--- config.mk ---
export PLATFORM = sky130hd
export DESIGN_NAME = vga_frame_rd_sched
export DESIGN_NICKNAME = d
export VERILOG_FILES = /design/src/rtl/vga_frame_rd_sched.sv
export SDC_FILE = /design/constraint.sdc
export NUM_CORES = 1
export LEC_CHECK = 0
export CORE_MARGIN = 2
export CORE_UTILIZATION = 55
export DETAILED_ROUTE_END_ITERATION = 10
export GPL_TIMING_DRIVEN = 0
export PLACE_DENSITY = 0.87
export SETUP_SLACK_MARGIN = 0.15
export SKIP_CTS_REPAIR_TIMING = 1
export SLEW_MARGIN = 5
export SYNTH_ARGS = -nofsm -noshare
export SYNTH_HDL_FRONTEND = slang
export SYNTH_SLANG_ARGS = --single-unit
export TNS_END_PERCENT = 30
--- constraint.sdc ---
create_clock -name vga_clk -period 2.8 [get_ports vga_clk]
set_input_delay 0.56 -clock vga_clk [delete_from_list [all_inputs] [get_ports vga_clk]]
set_output_delay 0.56 -clock vga_clk [all_outputs]
set_load 0.02 [all_outputs]
--- src/rtl/vga_frame_rd_sched.sv ---
// Read-side frame scheduler: paces DDR read bursts into the VGA display FIFO.
// Optional feature macro: DOUBLE_BUF_EN (two-bank ping-pong display buffer).
module vga_frame_rd_sched #(
  parameter int ADDR_W      = 28,
  parameter int WORD_BYTES  = 16,
  parameter int FRAME_WORDS = 61440,
  parameter int BURST_LEN   = 64,
  parameter int FIFO_DEPTH  = 512,
  parameter logic [ADDR_W-1:0] BASE0 = ADDR_W'(28'h0000000),
  parameter logic [ADDR_W-1:0] BASE1 = ADDR_W'(28'h0100000)
) (
  input  logic              vga_clk,
  input  logic              rst,
  input  logic              frame_start,
  input  logic [9:0]        fifo_used,
  output logic              fifo_clr,
  input  logic              wr_frame_done,
  input  logic              wr_bank,
  output logic              rd_cmd_en,
  input  logic              rd_cmd_ready,
  output logic [ADDR_W-1:0] rd_cmd_addr,
  output logic [7:0]        rd_cmd_len,
  input  logic              rd_data_valid,
  output logic              rd_bank,
  output logic              frame_active,
  output logic              frame_late
);

  // At least 9 bits so BURST_LEN always fits even for tiny frames.
  localparam int FW_W  = $clog2(FRAME_WORDS + 1);
  localparam int CNT_W = (FW_W > 8) ? FW_W : 9;

  typedef enum logic [2:0] {ST_IDLE, ST_WAIT, ST_CMD, ST_DATA, ST_DRAIN} state_t;

  state_t             state;
  logic [CNT_W-1:0]   word_off;
  logic [CNT_W-1:0]   words_left;
  logic [7:0]         beat_cnt;
  logic               restart_pend;
  logic               bank_sel;

  logic               beat_done;
  logic               frame_end;
  logic               start_now;
  logic               late_now;
  logic               fifo_ok;
  logic [7:0]         next_len;
  logic [ADDR_W-1:0]  next_addr;

`ifdef DOUBLE_BUF_EN
  logic latest_bank;

  always_ff @(posedge vga_clk) begin
    if (rst) begin
      latest_bank <= 1'b0;
    end else if (wr_frame_done) begin
      latest_bank <= wr_bank;
    end
  end

  assign bank_sel = latest_bank;
`else
  logic unused_wr;
  assign unused_wr = wr_frame_done ^ wr_bank;
  assign bank_sel  = 1'b0;
`endif

  always_comb begin
    beat_done = rd_data_valid && (beat_cnt == rd_cmd_len - 8'd1);
    frame_end = (state == ST_DATA) && beat_done && (words_left == CNT_W'(rd_cmd_len));
    fifo_ok   = (32'(fifo_used) + 32'(BURST_LEN)) <= 32'(FIFO_DEPTH);
    next_len  = (words_left < CNT_W'(BURST_LEN)) ? 8'(words_left) : 8'(BURST_LEN);
    next_addr = (rd_bank ? BASE1 : BASE0) + ADDR_W'(word_off) * ADDR_W'(WORD_BYTES);
    start_now = 1'b0;
    late_now  = 1'b0;
    // A frame counts as finished once its last beat has landed (words_left==0 in WAIT).
    case (state)
      ST_IDLE:  start_now = frame_start;
      ST_WAIT: begin
        start_now = frame_start;
        late_now  = frame_start && (words_left != '0);
      end
      ST_CMD:   late_now = frame_start;
      ST_DATA: begin
        start_now = frame_start && beat_done;
        late_now  = frame_start && !frame_end;
      end
      ST_DRAIN: begin
        start_now = beat_done;
        late_now  = frame_start;
      end
      default: begin
        start_now = 1'b0;
        late_now  = 1'b0;
      end
    endcase
  end

  always_ff @(posedge vga_clk) begin
    if (rst) begin
      state        <= ST_IDLE;
      fifo_clr     <= 1'b0;
      rd_cmd_en    <= 1'b0;
      rd_cmd_addr  <= '0;
      rd_cmd_len   <= '0;
      rd_bank      <= 1'b0;
      frame_active <= 1'b0;
      frame_late   <= 1'b0;
      word_off     <= '0;
      words_left   <= '0;
      beat_cnt     <= '0;
      restart_pend <= 1'b0;
    end else begin
      fifo_clr <= 1'b0;
      if (late_now) frame_late <= 1'b1;
      if (start_now) begin
        fifo_clr     <= 1'b1;
        rd_bank      <= bank_sel;
        word_off     <= '0;
        words_left   <= CNT_W'(FRAME_WORDS);
        frame_active <= 1'b1;
        restart_pend <= 1'b0;
        state        <= ST_WAIT;
      end else begin
        case (state)
          ST_IDLE: ;
          ST_WAIT: begin
            if (words_left == '0) begin
              frame_active <= 1'b0;
              state        <= ST_IDLE;
            end else if (fifo_ok) begin
              rd_cmd_len  <= next_len;
              rd_cmd_addr <= next_addr;
              rd_cmd_en   <= 1'b1;
              state       <= ST_CMD;
            end
          end
          // A command is never withdrawn; a late frame_start only redirects its data to DRAIN.
          ST_CMD: begin
            if (frame_start) restart_pend <= 1'b1;
            if (rd_cmd_ready) begin
              rd_cmd_en    <= 1'b0;
              beat_cnt     <= '0;
              restart_pend <= 1'b0;
              state        <= (restart_pend || frame_start) ? ST_DRAIN : ST_DATA;
            end
          end
          ST_DATA: begin
            if (beat_done) begin
              word_off   <= word_off + CNT_W'(rd_cmd_len);
              words_left <= words_left - CNT_W'(rd_cmd_len);
              state      <= ST_WAIT;
            end else begin
              if (rd_data_valid) beat_cnt <= beat_cnt + 8'd1;
              if (frame_start) state <= ST_DRAIN;
            end
          end
          ST_DRAIN: begin
            if (rd_data_valid) beat_cnt <= beat_cnt + 8'd1;
          end
          default: state <= ST_IDLE;
        endcase
      end
    end
  end

endmodule

==> results of run 1 <==
[metal layers]
layer	part of all wire (%)	vias up	wire length, um	global-route usage [%]
met5	0	-	0	0
met4	2.6	0	286	11.4
met3	6.5	32	703	5.26
met2	49	157	5280	43.5
met1	42	1909	4590	31.7
li1	-	1946	-	-
[critical path, cell delays in order (launching register included)]
cell and delay [ns]:
dfxtp_4 0.36, buf_4 0.13, ha_2 0.19, fa_2 0.22, nor2b_1 0.06, o31a_1 0.27
o211ai_1 0.27, a21oi_2 0.12, or3_4 0.35, or4_4 0.43, a21oi_2 0.14
[where the power goes]
| group | leakage, nW | internal (mW) | switching (mW) | total, mW |
|---|---|---|---|---|
| Combinational | 1.13 | 0.0786 | 0.116 | 0.195 |
| Clock | 0.107 | 0.507 | 0.423 | 0.930 |
| Sequential | 0.587 | 1.03 | 0.0121 | 1.04 |
[per-stage QoR]
stage	utilization, %	setup TNS [ns]
2_1_floorplan	-	0
3_3_place_gp	64.6	-2.93
3_5_place_dp	64.6	-3.93
4_1_cts	67.6	-0.542
5_1_grt	70.4	0
6_report	70.4	0
[cells in the final DEF, fill, tap and decap left out, drive strengths merged, types with 11 or more instances in the layout]
cell type / n
a21oi: 68
buf: 33
clkbuf: 22
clkdlybuf4s50: 40
conb: 13
dfxtp: 72
ha: 18
inv: 25
nand2: 72
nand2b: 11
nand3: 17
nor2: 30
nor3: 13
o21ai: 22
xnor2: 17
[registers in the layout, summed over array words and instances (netlist names)]
| name | flops |
|---|---|
| frame_active | 1 |
| rd_cmd_len | 8 |
| frame_late | 1 |
| fifo_clr | 1 |
| words_left | 16 |
| beat_cnt | 8 |
| state | 3 |
| rd_cmd_addr | 16 |
| rd_cmd_en | 1 |
| restart_pend | 1 |
| word_off | 16 |
[path summary, 6_finish.rpt]
check	endpoint	depth (start not counted)
setup / recovery	words_left[10]	10
hold reg to reg	rd_cmd_addr[6]	2
setup reg to reg	words_left[10]	10
hold / removal	rd_cmd_addr[6]	2
[cell families after synthesis]
logic type,share of synthesized area [%]
AND/OR/NAND/NOR,25.2
multiplexers,0.974
buffers and inverters,6.72
XOR/XNOR,4.90
AO/OA/AOI/OAI,20.6
flip-flops,35.0
other,0.0912
adder cells (fa/ha/maj),6.45
[area by class of cell]
type | instances | share of cell area [%]
multi-input cells | 396 | 49.5
plain buffers | 34 | 4.00
well taps | 99 | 2.43
repair buffers | 51 | 9.46
flip-flops and latches | 72 | 28.6
clock inverters | 6 | 1.77
inverters | 23 | 1.69
clock buffers | 10 | 2.50
==> reports/qor.csv, run 1 <==
metric,value,unit
Total Nets Final,624,
endpoint type of the worst setup path,flop,
clock-pin slew on the worst setup and hold paths,0.08,ns
critical path required time,3.10,ns
final worst-path cycle share,93.2,%
fin area,5100,um^2
Starting DRT DRC Count,353,
RSZ-0062 raised after global routing,true,
fin cells,691,
achievable clock frequency,383,MHz
WL final,10.9,mm
CTS Buffer Depth,2,
"Top FF cell, synth",dfxtp_1,
post-route antenna net violation count,0,
Tightest Pin Transition,0.850,ns
first-pass GRT wire length,17.2,mm
Routed WL per cell,15.7,um
number of fill cells in the layout,560,
gr ovfl total,0,
Slew HR,42.9,%
Yosys top cell area share,35.0,%
number of max-cap violations,0,
ranking of synthesized cells by area,"dfxtp_1 35%, a21oi_1 8.3%, nand2_1 6.6%, ha_1 5.5%, xnor2_1 3.6%",
core box area,7250,um^2
pre-CTS WS,-0.257,ns
HP Class,reg -> reg,
CTS H-tree depth,3,
DP Cell Count,664,
fin. max-slew vios,0,
register area share after synthesis,35.0,%
largest net degree at the start of global routing,14,
Chip Height,90.5,um
Clock Skew,0.0117,ns
root buf cell,clkbuf_8,
die area,8190,um^2
Setup CP Type,reg -> reg,
global-route usage over all layers,25.7,%
total leakage power,1.83,nW
CTS Buf Count,9,
initial antenna violation count,0,
number of vias per cell,5.85,
"EDFF count, synth",0,
Pwr Density,425,nW/um^2
CTS tree,built,
TritonRoute pass-1 iters,7,
Reg area,1460,um^2
"area leader, netlist",dfxtp_1,
PortBufs,40,
synth unique cells,61,
GPL Wtd Cong,0.900,
Critical Path AT,2.91,ns
Die Width,90.5,um
final worst slack,0.191,ns
layout cells sized above 1,15.5,%
final hold vios,0,
area of the multi-input gates,2530,um^2
via count,4044,
vias in the first global route,3754,
Initial Utilization,56.7,%
CP max FO,4,
crit path launch,rd_cmd_len[0],
mapped cell area,4110,um^2
# rows,31,
diode count,0,
setup violators final,0,
minimum hold slack,0.458,ns
RR Startpoint,rd_cmd_len[0],
Total Power,2.17,mW
Syn Area/Cell,8.02,um^2
status,"complete, no violations",
Synth Register Bits,72,
worst vdd ir,0.000278,V
Post-Syn Instances,513,
HP Start,rd_cmd_addr[6],
HPWL after DPL,7.62,mm
clk sinks,72,
# IOs,58,
most frequent cells after synthesis,"72 x dfxtp_1, 72 x nand2_1, 68 x a21oi_1, 30 x nor2_1, 23 x inv_1",
worst-skew pair later-pin latency,0.37,ns
post-place instance area,4680,um^2
fin crit period,2.61,ns
Layout area overhead,24.1,%
critical path launch point type,flop,
r2r setup slk,0.19,ns
DRC,0,
Yosys Warn Count,0,
post-synthesis async set-or-reset flop share,0,%
(Power assumes the default switching activity.)
==> run 2: changes to the inputs <==
--- a/config.mk
+++ b/config.mk
@@ -9,6 +9,7 @@
 export CORE_UTILIZATION = 55
 export DETAILED_ROUTE_END_ITERATION = 10
 export GPL_TIMING_DRIVEN = 0
+export MAX_ROUTING_LAYER = met4
 export PLACE_DENSITY = 0.87
 export SETUP_SLACK_MARGIN = 0.15
 export SKIP_CTS_REPAIR_TIMING = 1
==> run 2 against run 1 <==
Sequential power is essentially flat; clock power fell by 11%; critical endpoint is now word_off[12]; via count is 1.8% lower; hold slack lost 0.0028 ns; cell count down 1.4%; wire length down 4.8%; sequential share of layout area is 0.68 points higher; core utilization down 1.7 points; fmax grew 2.0%.
==> reports/qor.csv, run 2 (synthesized netlist as in run 1, its figures left out) <==
metric,value,unit
TritonRoute pass-1 iters,5,
global-route usage over all layers,27.1,%
CTS H-tree depth,3,
DRC,0,
HP Start,rd_cmd_addr[5],
GPL Wtd Cong,0.920,
"commonest non-fill, non-tap cell in the layout",nand2_1,
cell depth of the worst flop-to-flop path,11,
number of max-cap violations,0,
Die Width,90.5,um
clk sinks,72,
post-place instance area,4680,um^2
setup violators final,0,
root buf cell,clkbuf_8,
CP max FO,8,
Slew HR,50.9,%
PortBufs,40,
worst vdd ir,0.000314,V
die area,8190,um^2
Layout area overhead,21.0,%
final worst-path cycle share,91.4,%
fin area,4980,um^2
RR Startpoint,rd_cmd_len[0],
largest net degree at the start of global routing,13,
CTS Buffer Depth,2,
critical path required time,3.08,ns
r2r setup slk,0.24,ns
via count,3972,
Chip Height,90.5,um
RSZ-0062 raised after global routing,true,
Starting DRT DRC Count,270,
total leakage power,1.77,nW
fin. max-slew vios,0,
layout cells sized above 1,12.5,%
Met2 Routed Length,5.04,mm
top layer in use,met4,
diode count,0,
R2R Path End,word_off[12],
achievable clock frequency,391,MHz
WL final,10.3,mm
post-route antenna net violation count,0,
endpoint type of the worst setup path,flop,
Fin Setup TNS,0,ns
worst-skew pair later-pin latency,0.35,ns
vias in the first global route,3770,
Largest regs,"rd_cmd_addr x16, word_off x16, words_left x16",
final core utilization,68.6,%
number of vias per cell,5.83,
metal3 WL,460,um
fin crit period,2.56,ns
status,"complete, no violations",
initial antenna violation count,0,
Critical Path AT,2.84,ns
CTS tree,built,
Initial Utilization,56.7,%
Routed met1 length,4.61,mm
worst hold path depth,2,
HP Class,reg -> reg,
Setup CP Type,reg -> reg,
clock-pin slew on the worst setup and hold paths,0.08,ns
minimum hold slack,0.455,ns
critical path launch point type,flop,
# IOs,58,
Tightest Pin Transition,0.731,ns
gr ovfl total,0,
Pwr Density,415,nW/um^2
Routed WL per cell,15.2,um
Clock Skew,0.0103,ns
CTS Buf Count,9,
Worst Hold Path EP,rd_cmd_addr[5],
# rows,31,
core box area,7250,um^2
Total Nets Final,615,
Total Power,2.06,mW
HPWL after DPL,7.76,mm
final hold vios,0,
first-pass GRT wire length,17.8,mm
most frequent cells in the layout,"72 x nand2_1, 67 x dfxtp_1, 66 x a21oi_1, 40 x clkdlybuf4s50_1, 29 x nor2_1",
-- run 2: cell types whose count changed in the layout (fill, tap and decap cells not counted), sizes merged --
cell and delta:
inv -1, buf -10, clkbuf +1, clkinv +1
bufinv -1
-- run 2: final cells by class --
cell class | instances | area, um^2
Multi-Input combinational cell | 396 | 2500
Tap cell | 99 | 124
Clock buffer | 10 | 138
Inverter | 23 | 86.3
Clock inverter | 5 | 56.3
Buffer | 34 | 204
Sequential cell | 72 | 1460
Timing Repair Buffer | 42 | 415
Fill cell | 599 | 2280
-- run 2: power by group --
part | total [mW] | internal [mW] | switching [mW]
sequential | 1.04 | 1.03 | 0.0119
combinational | 0.191 | 0.0772 | 0.113
clock | 0.829 | 0.431 | 0.398
-- run 2: per-stage QoR --
stage	cells	setup WS [ns]
2_1_floorplan	525	0.189
3_3_place_gp	664	-0.0959
3_5_place_dp	664	-0.248
4_1_cts	679	-0.101
5_1_grt	681	0.0428
6_report	681	0.242
-- run 2: critical path, cell delays in order, from the launching register on --
cell      delay (ns)
dfxtp_4         0.41
ha_1            0.18
inv_1           0.05
fa_1            0.40
nor2b_1         0.14
o21ai_1         0.10
a21oi_2         0.17
o21ai_2         0.09
and2_1          0.16
clkbuf_2        0.16
or4_1           0.48
a21oi_1         0.15
-- run 2: how the worst max path moves through the flow --
stage	startpoint	endpoint
2_1_floorplan	rd_cmd_len[0]	word_off[12]
3_3_place_gp	fifo_used[2]	rd_cmd_len[4]
3_5_place_dp	fifo_used[2]	rd_cmd_len[5]
4_1_cts	rd_cmd_len[0]	word_off[12]
5_1_grt	rd_cmd_len[5]	words_left[11]
6_report	rd_cmd_len[0]	word_off[12]
-- run 2: routing by layer --
metal | GRT usage, % | vias to the layer above
met5 | - | -
li1 | - | 1934
met1 | 33.9 | 1882
met4 | 11.3 | 0
met2 | 44.0 | 133
met3 | 3.76 | 23
==> run 3: changes to the inputs <==
--- a/config.mk
+++ b/config.mk
@@ -12,7 +12,6 @@
 export MAX_ROUTING_LAYER = met4
 export PLACE_DENSITY = 0.87
 export SETUP_SLACK_MARGIN = 0.15
-export SKIP_CTS_REPAIR_TIMING = 1
 export SLEW_MARGIN = 5
 export SYNTH_ARGS = -nofsm -noshare
 export SYNTH_HDL_FRONTEND = slang
==> constraint.sdc (replaced) <==
create_clock -name vga_clk -period 3.3 [get_ports vga_clk]
set_input_delay 0.495 -clock vga_clk [delete_from_list [all_inputs] [get_ports vga_clk]]
set_output_delay 0.495 -clock vga_clk [all_outputs]
set_load 0.02 [all_outputs]
==> run 3 against run 2 <==
Register-to-register slack improved by 0.096 ns; critical path depth decreased by 2; global-route usage unchanged.
==> reports/qor.csv, run 3 (synthesized netlist as in run 1, its figures left out) <==
metric,value,unit
"Hold-fix buffers, CTS",0,
# resized after CTS,0,
final hold vios,0,
number of vias per cell,5.78,
Die Width,90.5,um
gr ovfl total,0,
PortBufs,40,
CTS tree,built,
Pwr Density,358,nW/um^2
diode count,0,
TritonRoute pass-1 iters,4,
RR Startpoint,rd_cmd_len[3],
Slew HR,34.2,%
layout cells sized above 1,8.97,%
fin crit period,2.96,ns
Largest regs,"rd_cmd_addr x16, word_off x16, words_left x16",
CP peak stage delay,0.85,ns
Setup CP Type,reg -> reg,
Routed WL per cell,15.2,um
CP cell instances,"inv_1, ha_1, o21ai_0, a21oi_1, o21ai_0, a211oi_1, a2111oi_2, xnor2_1, a21oi_1",
largest net degree at the start of global routing,13,
Critical Path AT,3.18,ns
CP max-delay cell,a211oi_1,
Layout area overhead,18.6,%
Tightest Pin Transition,0.981,ns
# IOs,58,
endpoint type of the worst setup path,flop,
initial antenna violation count,0,
Initial Utilization,56.7,%
core box area,7250,um^2
RSZ-0062 raised after global routing,false,
die area,8190,um^2
clock-pin slew on the worst setup and hold paths,0.08,ns
# Post-CTS Setup Buffers,0,
Total Nets Final,613,
HPWL after DPL,7.76,mm
most frequent cells in the layout,"72 x nand2_1, 71 x dfxtp_1, 68 x a21oi_1, 40 x clkdlybuf4s50_1, 30 x nor2_1",
root buf cell,clkbuf_8,
critical path required time,3.52,ns
final worst slack,0.337,ns
Chip Height,90.5,um
"commonest non-fill, non-tap cell in the layout",nand2_1,
DP Cell Count,664,
GPL Wtd Cong,0.920,
worst vdd ir,0.000271,V
HP Start,rd_cmd_addr[5],
# rows,31,
fin. max-slew vios,0,
WP buf/inv,1,
WL final,10.3,mm
status,"complete, no violations",
global-route usage over all layers,27.1,%
total leakage power,1.71,nW
CTS Buffer Depth,2,
final worst-path cycle share,89.8,%
fin cells,679,
CTS H-tree depth,3,
worst hold path depth,2,
crit path launch,rd_cmd_len[3],
R2R Path End,words_left[15],
DRC,0,
setup violators final,0,
via count,3922,
CP max FO,8,
Fin Setup TNS,0,ns
HP Class,reg -> reg,
number of max-cap violations,0,
pre-CTS WS,0.317,ns
cell depth of the worst flop-to-flop path,9,
Worst path top cell family by delay,compound AO/OA/AOI/OAI gates,
post-route antenna net violation count,0,
worst-skew pair later-pin latency,0.35,ns
critical path launch point type,flop,
vias in the first global route,3770,
Clock Skew,0.0104,ns
achievable clock frequency,338,MHz
CTS Buf Count,9,
clk sinks,72,
Starting DRT DRC Count,258,
minimum hold slack,0.455,ns
r2r setup slk,0.34,ns
Worst Hold Path EP,rd_cmd_addr[5],
first-pass GRT wire length,17.8,mm
run 3: cell types whose count changed in the layout (fill, tap and decap cells not counted), moves of 3 or more:
cell	change
dfxtp_1	+4
clkbuf_1	+7
clkbuf_2	-6
o21ai_0	+4
buf_4	-3
dfxtp_4	-4
run 3: final cells by class:
class	count	area [um^2]
Tap cell	99	124
Multi-Input combinational cell	396	2440
Sequential cell	72	1440
Timing Repair Buffer	40	400
Buffer	34	190
Fill cell	617	2380
Clock buffer	10	138
Clock inverter	5	56.3
Inverter	23	86.3
run 3: tightest hold or removal path, delay by kind of cell (launching register included):
kind / cells / cell delay, ns
flip-flops: 1 / 0.31
AND/OR/NAND/NOR: 1 / 0.05
AO/OA/AOI/OAI: 1 / 0.05
run 3: routing by layer:
layer	vias to the layer above	global-route usage [%]	wire length, um	share of wire, %
met1	1850	33.9	4480	44
met2	130	44.0	5050	49
met4	0	11.3	197	1.9
met3	23	3.76	562	5.5
li1	1919	-	-	-
met5	-	-	0	0
run 3: worst max-delay path by stage:
| stage | cells past startpoint | to |
|---|---|---|
| CTS | 11 | word_off[12] |
| finish | 9 | words_left[15] |
| floorplan | 11 | word_off[12] |
| detailed placement | 9 | rd_cmd_len[5] |
| global route | 9 | words_left[15] |
| global placement | 9 | rd_cmd_len[4] |
run 3: power breakdown:
group	internal, mW	switching (mW)
clock	0.366	0.336
sequential	0.879	0.00992
combinational	0.0627	0.0950
total	1.31	0.441
run 3: per-stage QoR:
step | total power, mW | utilization (%) | instance area (um^2)
final | 1.75 | 67.2 | 4880
after global routing | 1.81 | 67.2 | 4880
after floorplan | 1.01 | - | 4160
after CTS | 1.75 | 67.2 | 4880
after global placement | 1.06 | 64.6 | 4680
after detailed placement | 1.07 | 64.6 | 4680
